===== config.mk =====
export PLATFORM = sky130hd
export DESIGN_NAME = spi_master_core_flat
export DESIGN_NICKNAME = d
export VERILOG_FILES = /design/src/rtl/spi_pkg.sv /design/src/rtl/spi_master_core_if.sv /design/src/rtl/spi_clkgen.sv /design/src/rtl/spi_master_core.sv /design/src/flat_wrapper.sv
export SDC_FILE = /design/constraint.sdc
export NUM_CORES = 1
export LEC_CHECK = 0
export ABC_AREA = 1
export CAP_MARGIN = 20
export CORE_UTILIZATION = 35
export DETAILED_ROUTE_END_ITERATION = 8
export HOLD_SLACK_MARGIN = 0.03
export PLACE_DENSITY = 0.53
export SKIP_CTS_REPAIR_TIMING = 1
export SLEW_MARGIN = 20
export SYNTH_ARGS = -nofsm -noshare
export SYNTH_HDL_FRONTEND = slang
export SYNTH_HIERARCHICAL = 1
export SYNTH_SLANG_ARGS = --single-unit

===== constraint.sdc =====
create_clock -name PCLK -period 2.2 [get_ports PCLK]
set_clock_uncertainty 0.1 [all_clocks]
set_input_delay 0.22 -clock PCLK [delete_from_list [all_inputs] [get_ports PCLK]]
set_output_delay 0.22 -clock PCLK [all_outputs]
set_load 0.1 [all_outputs]

===== src/rtl/spi_pkg.sv =====
// Shared definitions for the SPI master core.
// - Strobe indices for the write (WRn) and read (DRn) decode vectors.
// - Bit positions of the CONFIG, CMD and STATE fields.
// - FSM state type and the bit-order helpers used by the shifter.
package spi_pkg;

  // Write strobe indices
  localparam int WR_CONFIG = 0;
  localparam int WR_TX     = 1;
  localparam int WR_RX     = 2;
  localparam int WR_CMD    = 3;

  // Read strobe indices
  localparam int RD_STATE  = 0;
  localparam int RD_RX     = 1;
  localparam int RD_CONFIG = 2;
  localparam int RD_RSVD   = 3;

  // CONFIG fields; DIV occupies the low DIV_W bits
  localparam int CFG_CPOL      = 3;
  localparam int CFG_CPHA      = 4;
  localparam int CFG_LSB_FIRST = 5;

  // CMD fields
  localparam int CMD_START      = 0;
  localparam int CMD_CS_HOLD    = 1;
  localparam int CMD_CS_RELEASE = 2;

  // STATE fields
  localparam int ST_BUSY     = 0;
  localparam int ST_RX_VALID = 1;
  localparam int ST_OVERRUN  = 2;
  localparam int ST_TX_FULL  = 3;

  typedef enum logic [2:0] {IDLE, SETUP, SHIFT, HOLD, DONE_ST} state_t;

  // Bit that goes onto MOSI next.
  function automatic logic out_bit(input logic [7:0] d, input logic lsb_first);
    return lsb_first ? d[0] : d[7];
  endfunction

  // Shifter contents after the current bit has been driven.
  function automatic logic [7:0] tx_shift(input logic [7:0] d, input logic lsb_first);
    return lsb_first ? {1'b0, d[7:1]} : {d[6:0], 1'b0};
  endfunction

  // Receive shifter after taking one MISO sample.
  function automatic logic [7:0] rx_shift(input logic [7:0] d, input logic lsb_first,
                                          input logic in_bit);
    return lsb_first ? {in_bit, d[7:1]} : {d[6:0], in_bit};
  endfunction

endpackage


===== src/rtl/spi_master_core_if.sv =====
// Register-access bus between the APB address decoder and the SPI core.
// - WR0..WR3 : one-cycle write strobes (CONFIG, TX, RX flag clear, CMD).
// - DR0..DR3 : one-cycle read strobes (STATE, RX, CONFIG, reserved).
// - PWDATA   : write data, valid in the strobe cycle.
// - PRDATA   : registered read data returned by the core.
// The decoder uses the master modport, the core the slave modport.
interface spi_master_core_if;
  logic       WR0, WR1, WR2, WR3;
  logic       DR0, DR1, DR2, DR3;
  logic [7:0] PWDATA;
  logic [7:0] PRDATA;

  modport master (output WR0, WR1, WR2, WR3, DR0, DR1, DR2, DR3, PWDATA,
                  input  PRDATA);
  modport slave  (input  WR0, WR1, WR2, WR3, DR0, DR1, DR2, DR3, PWDATA,
                  output PRDATA);
endinterface


===== src/rtl/spi_clkgen.sv =====
// Half-period tick generator for the SPI clock.
// - PCLK, PRESET : system clock, synchronous active-high reset.
// - en           : counts while high, counter held at 0 while low.
// - div          : exponent; tick fires every 2^div cycles.
// - tick         : one-cycle pulse marking each SCLK half-period boundary.
module spi_clkgen #(
  parameter int DIV_W = 3
) (
  input  logic             PCLK,
  input  logic             PRESET,
  input  logic             en,
  input  logic [DIV_W-1:0] div,
  output logic             tick
);

  localparam int CNT_W = (1 << DIV_W) - 1;

  logic [CNT_W-1:0] cnt;
  logic [CNT_W-1:0] limit;

  // limit = 2^div - 1, built as a mask of div low ones
  assign limit = ~({CNT_W{1'b1}} << div);
  assign tick  = en && (cnt == limit);

  // NOTE: sequential state uses non-blocking assignments so every register
  // samples pre-edge values regardless of block evaluation order.
  always_ff @(posedge PCLK) begin
    if (PRESET || !en || tick) cnt <= '0;
    else                       cnt <= cnt + CNT_W'(1);
  end

endmodule


===== src/rtl/spi_master_core.sv =====
// SPI master engine (modes 0-3, one byte per transfer) behind the APB decoder.
// - PCLK, PRESET   : system clock, synchronous active-high reset.
// - bus            : register strobes, write data and registered read data.
// - SCLK/MOSI/CS_n : SPI outputs; MISO is already synchronised.
// - DONE           : one-cycle pulse when a transfer completes.
module spi_master_core #(
  parameter int   DIV_W   = 3,
  parameter logic CS_IDLE = 1'b1
) (
  input  logic               PCLK,
  input  logic               PRESET,
  spi_master_core_if.slave   bus,
  output logic               SCLK,
  output logic               MOSI,
  input  logic               MISO,
  output logic               CS_n,
  output logic               DONE
);
  import spi_pkg::*;

  state_t     state;
  logic [7:0] cfg, tx, rx, tx_sh, rx_sh, status;
  logic       rx_valid, overrun, tx_full, cs_hold;
  logic [3:0] tcnt;
  logic [3:0] wr, dr;
  logic       busy, clk_en, tick, cpol, cpha, lsb, sample;

  assign wr     = {bus.WR3, bus.WR2, bus.WR1, bus.WR0};
  assign dr     = {bus.DR3, bus.DR2, bus.DR1, bus.DR0};
  assign busy   = (state != IDLE);
  assign clk_en = (state == SETUP) || (state == SHIFT) || (state == HOLD);
  assign cpol   = cfg[CFG_CPOL];
  assign cpha   = cfg[CFG_CPHA];
  assign lsb    = cfg[CFG_LSB_FIRST];
  // Even tcnt = odd tick = leading edge; CPHA=0 samples there, CPHA=1 on trailing.
  assign sample = ~tcnt[0] ^ cpha;

  spi_clkgen #(.DIV_W(DIV_W)) u_clkgen (
    .PCLK   (PCLK),
    .PRESET (PRESET),
    .en     (clk_en),
    .div    (cfg[DIV_W-1:0]),
    .tick   (tick)
  );

  // NOTE: a default assignment first keeps this combinational block latch-free.
  always_comb begin
    status              = '0;
    status[ST_BUSY]     = busy;
    status[ST_RX_VALID] = rx_valid;
    status[ST_OVERRUN]  = overrun;
    status[ST_TX_FULL]  = tx_full;
  end

  always_ff @(posedge PCLK) begin
    if (PRESET) begin
      state      <= IDLE;
      cfg        <= '0;
      tx         <= '0;
      rx         <= '0;
      tx_sh      <= '0;
      rx_sh      <= '0;
      rx_valid   <= 1'b0;
      overrun    <= 1'b0;
      tx_full    <= 1'b0;
      cs_hold    <= 1'b0;
      tcnt       <= '0;
      bus.PRDATA <= '0;
      SCLK       <= 1'b0;
      MOSI       <= 1'b0;
      CS_n       <= CS_IDLE;
      DONE       <= 1'b0;
    end else begin
      DONE <= 1'b0;

      if (wr[WR_CONFIG] && !busy) cfg <= {2'b00, bus.PWDATA[5:0]};
      // Clears come before the FSM so a same-cycle set from completion wins.
      if (wr[WR_RX]) overrun  <= 1'b0;
      if (dr[RD_RX]) rx_valid <= 1'b0;

      if      (dr[RD_STATE])  bus.PRDATA <= status;
      else if (dr[RD_RX])     bus.PRDATA <= rx;
      else if (dr[RD_CONFIG]) bus.PRDATA <= cfg;
      else if (dr[RD_RSVD])   bus.PRDATA <= '0;

      case (state)
        IDLE: begin
          SCLK <= cpol;
          tcnt <= '0;
          if (wr[WR_CMD] && bus.PWDATA[CMD_CS_RELEASE]) CS_n <= CS_IDLE;
          if (wr[WR_CMD] && bus.PWDATA[CMD_START]) begin
            state   <= SETUP;
            CS_n    <= 1'b0;
            cs_hold <= bus.PWDATA[CMD_CS_HOLD];
            tx_full <= 1'b0;
            if (!cpha) begin
              // CPHA=0: first bit must be valid before the first leading edge.
              MOSI  <= out_bit(tx, lsb);
              tx_sh <= tx_shift(tx, lsb);
            end else begin
              tx_sh <= tx;
            end
          end
        end
        SETUP: if (tick) state <= SHIFT;
        SHIFT: if (tick) begin
          SCLK <= ~SCLK;
          tcnt <= tcnt + 4'd1;
          if (sample) begin
            rx_sh <= rx_shift(rx_sh, lsb, MISO);
          end else if (tcnt != 4'd15) begin
            MOSI  <= out_bit(tx_sh, lsb);
            tx_sh <= tx_shift(tx_sh, lsb);
          end
          if (tcnt == 4'd15) begin
            state <= HOLD;
            SCLK  <= cpol;
          end
        end
        HOLD: if (tick) begin
          state    <= DONE_ST;
          rx       <= rx_sh;
          rx_valid <= 1'b1;
          if (rx_valid) overrun <= 1'b1;
          CS_n     <= cs_hold ? 1'b0 : CS_IDLE;
          DONE     <= 1'b1;
        end
        DONE_ST: state <= IDLE;
        default: state <= IDLE;
      endcase

      // TX is independent of the shifter, so a write here always lands.
      if (wr[WR_TX]) begin
        tx      <= bus.PWDATA;
        tx_full <= 1'b1;
      end
    end
  end

endmodule


===== src/flat_wrapper.sv =====
// flat-port wrapper written by rule: the top's interface ports become plain ports
module spi_master_core_flat import spi_pkg::*;
#(
  parameter int   DIV_W   = 3,
  parameter logic CS_IDLE = 1'b1
)
  (PCLK, PRESET, SCLK, MOSI, MISO, CS_n, DONE, bus_WR0, bus_WR1, bus_WR2, bus_WR3, bus_DR0, bus_DR1, bus_DR2, bus_DR3, bus_PWDATA, bus_PRDATA);
  spi_master_core_if bus_i ();
  input  logic PCLK;
  input  logic PRESET;
  output logic SCLK;
  output logic MOSI;
  input  logic MISO;
  output logic CS_n;
  output logic DONE;
  input wire logic [$bits(bus_i.WR0)-1:0] bus_WR0;
  input wire logic [$bits(bus_i.WR1)-1:0] bus_WR1;
  input wire logic [$bits(bus_i.WR2)-1:0] bus_WR2;
  input wire logic [$bits(bus_i.WR3)-1:0] bus_WR3;
  input wire logic [$bits(bus_i.DR0)-1:0] bus_DR0;
  input wire logic [$bits(bus_i.DR1)-1:0] bus_DR1;
  input wire logic [$bits(bus_i.DR2)-1:0] bus_DR2;
  input wire logic [$bits(bus_i.DR3)-1:0] bus_DR3;
  input wire logic [$bits(bus_i.PWDATA)-1:0] bus_PWDATA;
  output wire logic [$bits(bus_i.PRDATA)-1:0] bus_PRDATA;
  assign bus_i.WR0 = bus_WR0;
  assign bus_i.WR1 = bus_WR1;
  assign bus_i.WR2 = bus_WR2;
  assign bus_i.WR3 = bus_WR3;
  assign bus_i.DR0 = bus_DR0;
  assign bus_i.DR1 = bus_DR1;
  assign bus_i.DR2 = bus_DR2;
  assign bus_i.DR3 = bus_DR3;
  assign bus_i.PWDATA = bus_PWDATA;
  assign bus_PRDATA = bus_i.PRDATA;
  spi_master_core #(.DIV_W(DIV_W), .CS_IDLE(CS_IDLE)) u_core (.PCLK(PCLK), .PRESET(PRESET), .bus(bus_i), .SCLK(SCLK), .MOSI(MOSI), .MISO(MISO), .CS_n(CS_n), .DONE(DONE));
endmodule

* Word-level counts from Yosys, hierarchy flattened
Cells that the tools add are included.
** Storage, ports and cells
- Flip-flop bits (word level) :: 68
- Input port bits :: 19
- Output and inout port bits :: 12
- Word-level logic and storage cells :: 118
** Cells by class
- Add/subtract/negate cells :: 2
- Equality and inequality tests :: 15
- Shift-type cells :: 1
- Multiplexer cells :: 48
- Bitwise operators :: 5
- Reductions and logical operators :: 29
** Operators by type and width (count)
- 2-to-1 mux 8 bit :: 11
- 2-to-1 mux 1 bit :: 24
- case mux 8 bit (2 select lines) :: 1
- 2-to-1 mux 3 bit :: 5
- inequality test 2 bit, second input constant :: 7
- case mux 3 bit (4 select lines) :: 1
- AND reduction 5 bit :: 2
- 2-to-1 mux 4 bit :: 2
- case mux 4 bit (2 select lines) :: 1
- AND reduction 2 bit :: 4
- nonzero test 2 bit :: 4
- adder 7 x 1 -> 7 bit, second input constant :: 1
- equality test 7 bit :: 1
- inverter 7 bit :: 1
- left shift 7 x 3 -> 7 bit, first input constant :: 1
- equality test 3 x 2 -> 1 bit, second input constant :: 2
- case mux 1 bit (2 select lines) :: 3
- AND reduction 3 bit :: 2
- AND reduction 6 bit :: 1
- nonzero test 3 bit :: 2
- adder 4 x 1 -> 4 bit, second input constant :: 1
- equality test 4 bit, second input constant :: 1
- logical AND 1 bit :: 4
- logical OR 1 bit :: 4
- other kinds (10) :: 14

* Depth between registers and ports, before layout
- Word-level depth :: 6
- Mapped depth :: 16
- Gate-level depth less buffers :: 16

* Hierarchy
Netlist, hierarchy kept.
** Modules (own cells, without submodules)
- spi_master_core :: instances 1, cells an instance 448, area an instance 2961.6 µm², sequential area each 1221.2 µm²
- spi_clkgen :: instances 1, cells an instance 76, area an instance 466.7 µm², sequential area each 140.1 µm²

* Least setup slack after synthesis
Ideal clock, no wire load.
- Path type :: register to register
- From :: register u_core.state[0]
- To :: register u_core.tx_sh[7]
- Library setup time :: 0.113 ns
- Data arrival time :: 1.750 ns
- Required time :: 1.987 ns
- Setup slack :: 0.237 ns
- Cell stages (with the launch flop) :: 15
- Buffers on the path :: 1
- Clock period less this slack :: 1.963 ns
- Path through :: dfxtp_1 -> nor2_1 -> nor2_1 -> nand2_1 -> nor2_1 -> nand2_1 -> nor2_2 -> nand3_2 -> inv_1 -> nor2_1 -> nor2_2 -> nand4_4 -> buf_6 -> nor2_1 -> nor2_1
** Between the ends
- Longest elaborated chain between the ends :: 6
- Elaborated cells on any way between the ends :: 14
- Classes of those cells :: eq/ne: 7; mux: 1; reduce/logical: 6
** RTL lines
- from (decl) :: line spi_master_core.sv:21 : state_t state;
- from (signal assigned) :: line spi_master_core.sv:57 : state <= IDLE;
- from (signal assigned) :: line spi_master_core.sv:92 : state <= SETUP;
- from (signal assigned) :: line spi_master_core.sv:105 : SETUP: if (tick) state <= SHIFT;
- equality test 3 x 1 -> 1 bit / equality test 3 x 2 -> 1 bit (equally long branches) :: line spi_master_core.sv:31 : assign clk_en = (state == SETUP) || (state == SHIFT) || (state == HOLD);
- logical OR 1 bit :: line spi_master_core.sv:31
- logical OR 1 bit * :: line spi_master_core.sv:31
- via u_core.clk_en :: line spi_master_core.sv:26 : logic busy, clk_en, tick, cpol, cpha, lsb, sample;
- logical AND 1 bit * :: line spi_clkgen.sv:23 : assign tick = en && (cnt == limit);
- via u_core.tick :: line spi_master_core.sv:26
- inequality test 2 bit (no line) *
- AND reduction 5 bit (no line) *
- to (signal assigned) :: line spi_master_core.sv:99 : tx_sh <= tx_shift(tx, lsb);
- to (signal assigned) :: line spi_master_core.sv:101 : tx_sh <= tx;
- to (signal assigned) :: line spi_master_core.sv:113 : tx_sh <= tx_shift(tx_sh, lsb);
- to (decl) :: line spi_master_core.sv:22 : logic [7:0] cfg, tx, rx, tx_sh, rx_sh, status;
The timed path passes the listed nets; every way through them passes the cells marked *.
A chain may end at the register's enable or synchronous reset.

* Final worst setup path
- From :: register u_core.state[0]
- To :: register u_core.rx[2]
** Between the ends
- Longest elaborated chain between the ends :: 5
- Elaborated cells on any way between the ends :: 7
- Classes of those cells :: eq/ne: 3; reduce/logical: 4
** RTL lines
- equality test 3 x 1 -> 1 bit / equality test 3 x 2 -> 1 bit (equally long branches) :: line spi_master_core.sv:31
- logical OR 1 bit :: line spi_master_core.sv:31
- logical OR 1 bit * :: line spi_master_core.sv:31
- via u_core.clk_en :: line spi_master_core.sv:26
- logical AND 1 bit * :: line spi_clkgen.sv:23
- via u_core.tick :: line spi_master_core.sv:26
- AND reduction 2 bit (no line) *
- to (signal assigned) :: line spi_master_core.sv:122 : rx <= rx_sh;
- to (decl) :: line spi_master_core.sv:22
Marks and branches as above.

==> results.toml <==
[yosys]
synth_seq_area_share_pct = 39.71
syn_inst = 524
synth_cell_types = 31
mappedNetlistArea_mm2 = 0.003428
syn-num-nets = 545
synth_warnings = 6
syn-mean-instance-area_um2 = 6.543
ys_ff_latch = 68

[routing]
vias_per_cell = 4.782
ant_nets = 0
dr.pass1.iters = 6
drt_iter0_drc = 118
num_vias = 3314
drc_errors = 0
wl_per_cell_um = 12.34
wl_um = 8553

[layout]
final_cell_mix = "nand2_1 (148), nor2_1 (77), dfxtp_1 (63)"
fin_area_mm2 = 0.004115
final_common_cell = "nand2_1"
drive_gt1_share_pct = 12.41
ff_latch_area_mm2 = 0.001368
stdcell_count = 693
layout.nets = 580
diodes = 0
synthToLayoutAreaGrowth_pct = 20.04
multi_input_area_mm2 = 0.001783
fillers = 1026

[timing]
finalHoldViolations = 0
fin_hold_ws_ns = 0.3559
tightest_slew_ns = 0.4839
min_period_ns = 1.971
fin_crit_sh_pct = 89.58
drv_slew = 0
relSlewSlack_pct = 67.54
setup_violations = 0
fin_ws_ns = 0.2293
timing.fmax_ghz = 0.5074

[clock_network]
cts-root-buf = "clkbuf_8"
cts_tree = "yes"
cts-buffers-inserted = 9
path_clk_slew_ns = 0.07
ctsHtreeMaxLevel = 3
clock_latency_ns = 0.35
clockBufferDepth = 2
cts_sinks = 68

[power]
power.leakage_nw = 1.806
ir_drop_mv = 0.4398
share_seq_of_total_power_pct = 35.1
powerDensity_mw_per_mm2 = 1055
internal_power_w = 0.002589
power.switching_w = 0.001754
pwr-share-clk_pct = 27.0
p_comb_share_pct = 37.9
p_sw_share_pct = 40.39

[placed_design]
dpl_cell_area_mm2 = 0.003855
pre_cts_ws_ns = 0.1206
hpwl_um = 6133
gp_congestion = 0.8563
io_buffers = 30
place_inst = 676

[grt]
grt_antenna_before_repair = 0
grt_max_degree = 34
grt_pass1_vias = 2881
track_usage_pct = 17.57
grt.overflow.total = 0
grt_pass1_wl_um = 13850

[floorplanning]
initial_core_util_pct = 36.58
ioPinCount = 31
fp.dieW_um = 101.0
die_h_um = 101.0
die-area_mm2 = 0.01019
coreArea_mm2 = 0.009371
core.rowCount = 35

[critical_path]
critPathKind = "reg -> reg"
path_max_fanout = 10
crit_path_start_kind = "flip-flop"
end_kind = "flip-flop"
critical_path_required_ns = 2.33
cp.arrival_ns = 2.10

[flow_run]
cap_violations = 0

[min_path]
hold_path.class = "in -> reg"

[status]
outcome = "finished, final reports clean"
state kept, by name, summed over array words and instances, names as in the netlist, 3 cells and up:
| register | cells |
|---|---|
| u_core/tx | 8 |
| u_core/state | 3 |
| u_core/bus.PRDATA | 8 |
| u_core/cfg | 6 |
| u_core/rx | 8 |
| u_core/rx_sh | 8 |
| u_core/u_clkgen/cnt | 7 |
| u_core/tx_sh | 8 |
| u_core/tcnt | 4 |
power groups by stage:
stage / Combinational, W / Clock [W] / Sequential (W)
3_5_place_dp: 0.00159 / 0 / 0.00155
4_1_cts: 0.00160 / 0.00121 / 0.00152
6_report: 0.00164 / 0.00117 / 0.00153
2_1_floorplan: 0.00105 / 0 / 0.00171
5_1_grt: 0.00185 / 0.00126 / 0.00155
3_3_place_gp: 0.00158 / 0 / 0.00154
per-layer routing:
layer | up-vias | part of all wire, % | track usage, %
met5 | - | 0 | 0
met4 | 0 | 1.3 | 6.466
met3 | 10 | 4.1 | 4.508
met2 | 61 | 45 | 27.08
met1 | 1497 | 50 | 23.62
li1 | 1746 | - | -
through the flow:
stage	util [%]	total power [W]	TNS, ns
finish	43.91	0.004343	0
CTS	43.54	0.004326	0
global route	43.91	0.004665	-0.006843
floorplan	-	0.002761	0
detailed placement	41.13	0.003142	0
global placement	41.13	0.003128	0
cell type report:
cell class	count	area share, %
clock buffers	10	3.344
clock inverters	6	2.128
inverters	58	5.290
multi-input cells	380	43.33
flip-flops and latches	68	33.23
well taps	129	3.922
repair buffers	42	8.756
synth_stat cells (all sizes together):
cell type / n / area [um^2]
nand2: 157 / 616.8
nor2: 83 / 334.1
dfxtp: 68 / 1361
inv: 57 / 214.0
o21ai: 47 / 239.0
nand3: 38 / 200.2
a21oi: 26 / 130.1
buf: 10 / 61.30
clkbuf: 9 / 33.78
o211ai: 7 / 52.55
xor2: 4 / 35.03
a31oi: 3 / 18.77
nand4: 3 / 33.78
o2111ai: 3 / 26.28
ha: 2 / 25.02
o31ai: 2 / 15.01
a211oi: 1 / 7.510
clkinv: 1 / 3.750
nor3: 1 / 5.000
o22ai: 1 / 6.260
xnor2: 1 / 8.760
final timing paths:
| path | from | endpoint | slack, ns | cells after the start |
|---|---|---|---|---|
| max reg2reg | u_core/state[0] | u_core/rx[2] | 0.23 | 12 |
| min reg2reg | u_core/cs_hold | u_core/cs_hold | 0.36 | 2 |
| min | bus_WR2 | u_core/overrun | 0.36 | 2 |
| max | u_core/state[0] | u_core/rx[2] | 0.23 | 12 |
worst max-delay path: stages, from the launching register on:
cell	delay, ns
dfxtp_2	0.38
nor2_1	0.06
nor2_1	0.13
nand2_1	0.07
nor2_1	0.08
nand2_1	0.07
nor2_2	0.08
nand3_2	0.10
inv_1	0.13
buf_4	0.19
nand2_1	0.13
o21ai_0	0.26
a21oi_1	0.06
logic make-up (layout without fill, tap and decap cells):
family | after synthesis | after routing | synth area share [%]
simple gates | 282 | 283 | 34.71
flops | 68 | 68 | 39.71
compound gates | 90 | 90 | 14.45
buf+inv | 77 | 116 | 9.124
fa+ha+maj | 2 | 2 | 0.7298
xor+xnor | 5 | 5 | 1.277
(Power assumes the default switching activity.)
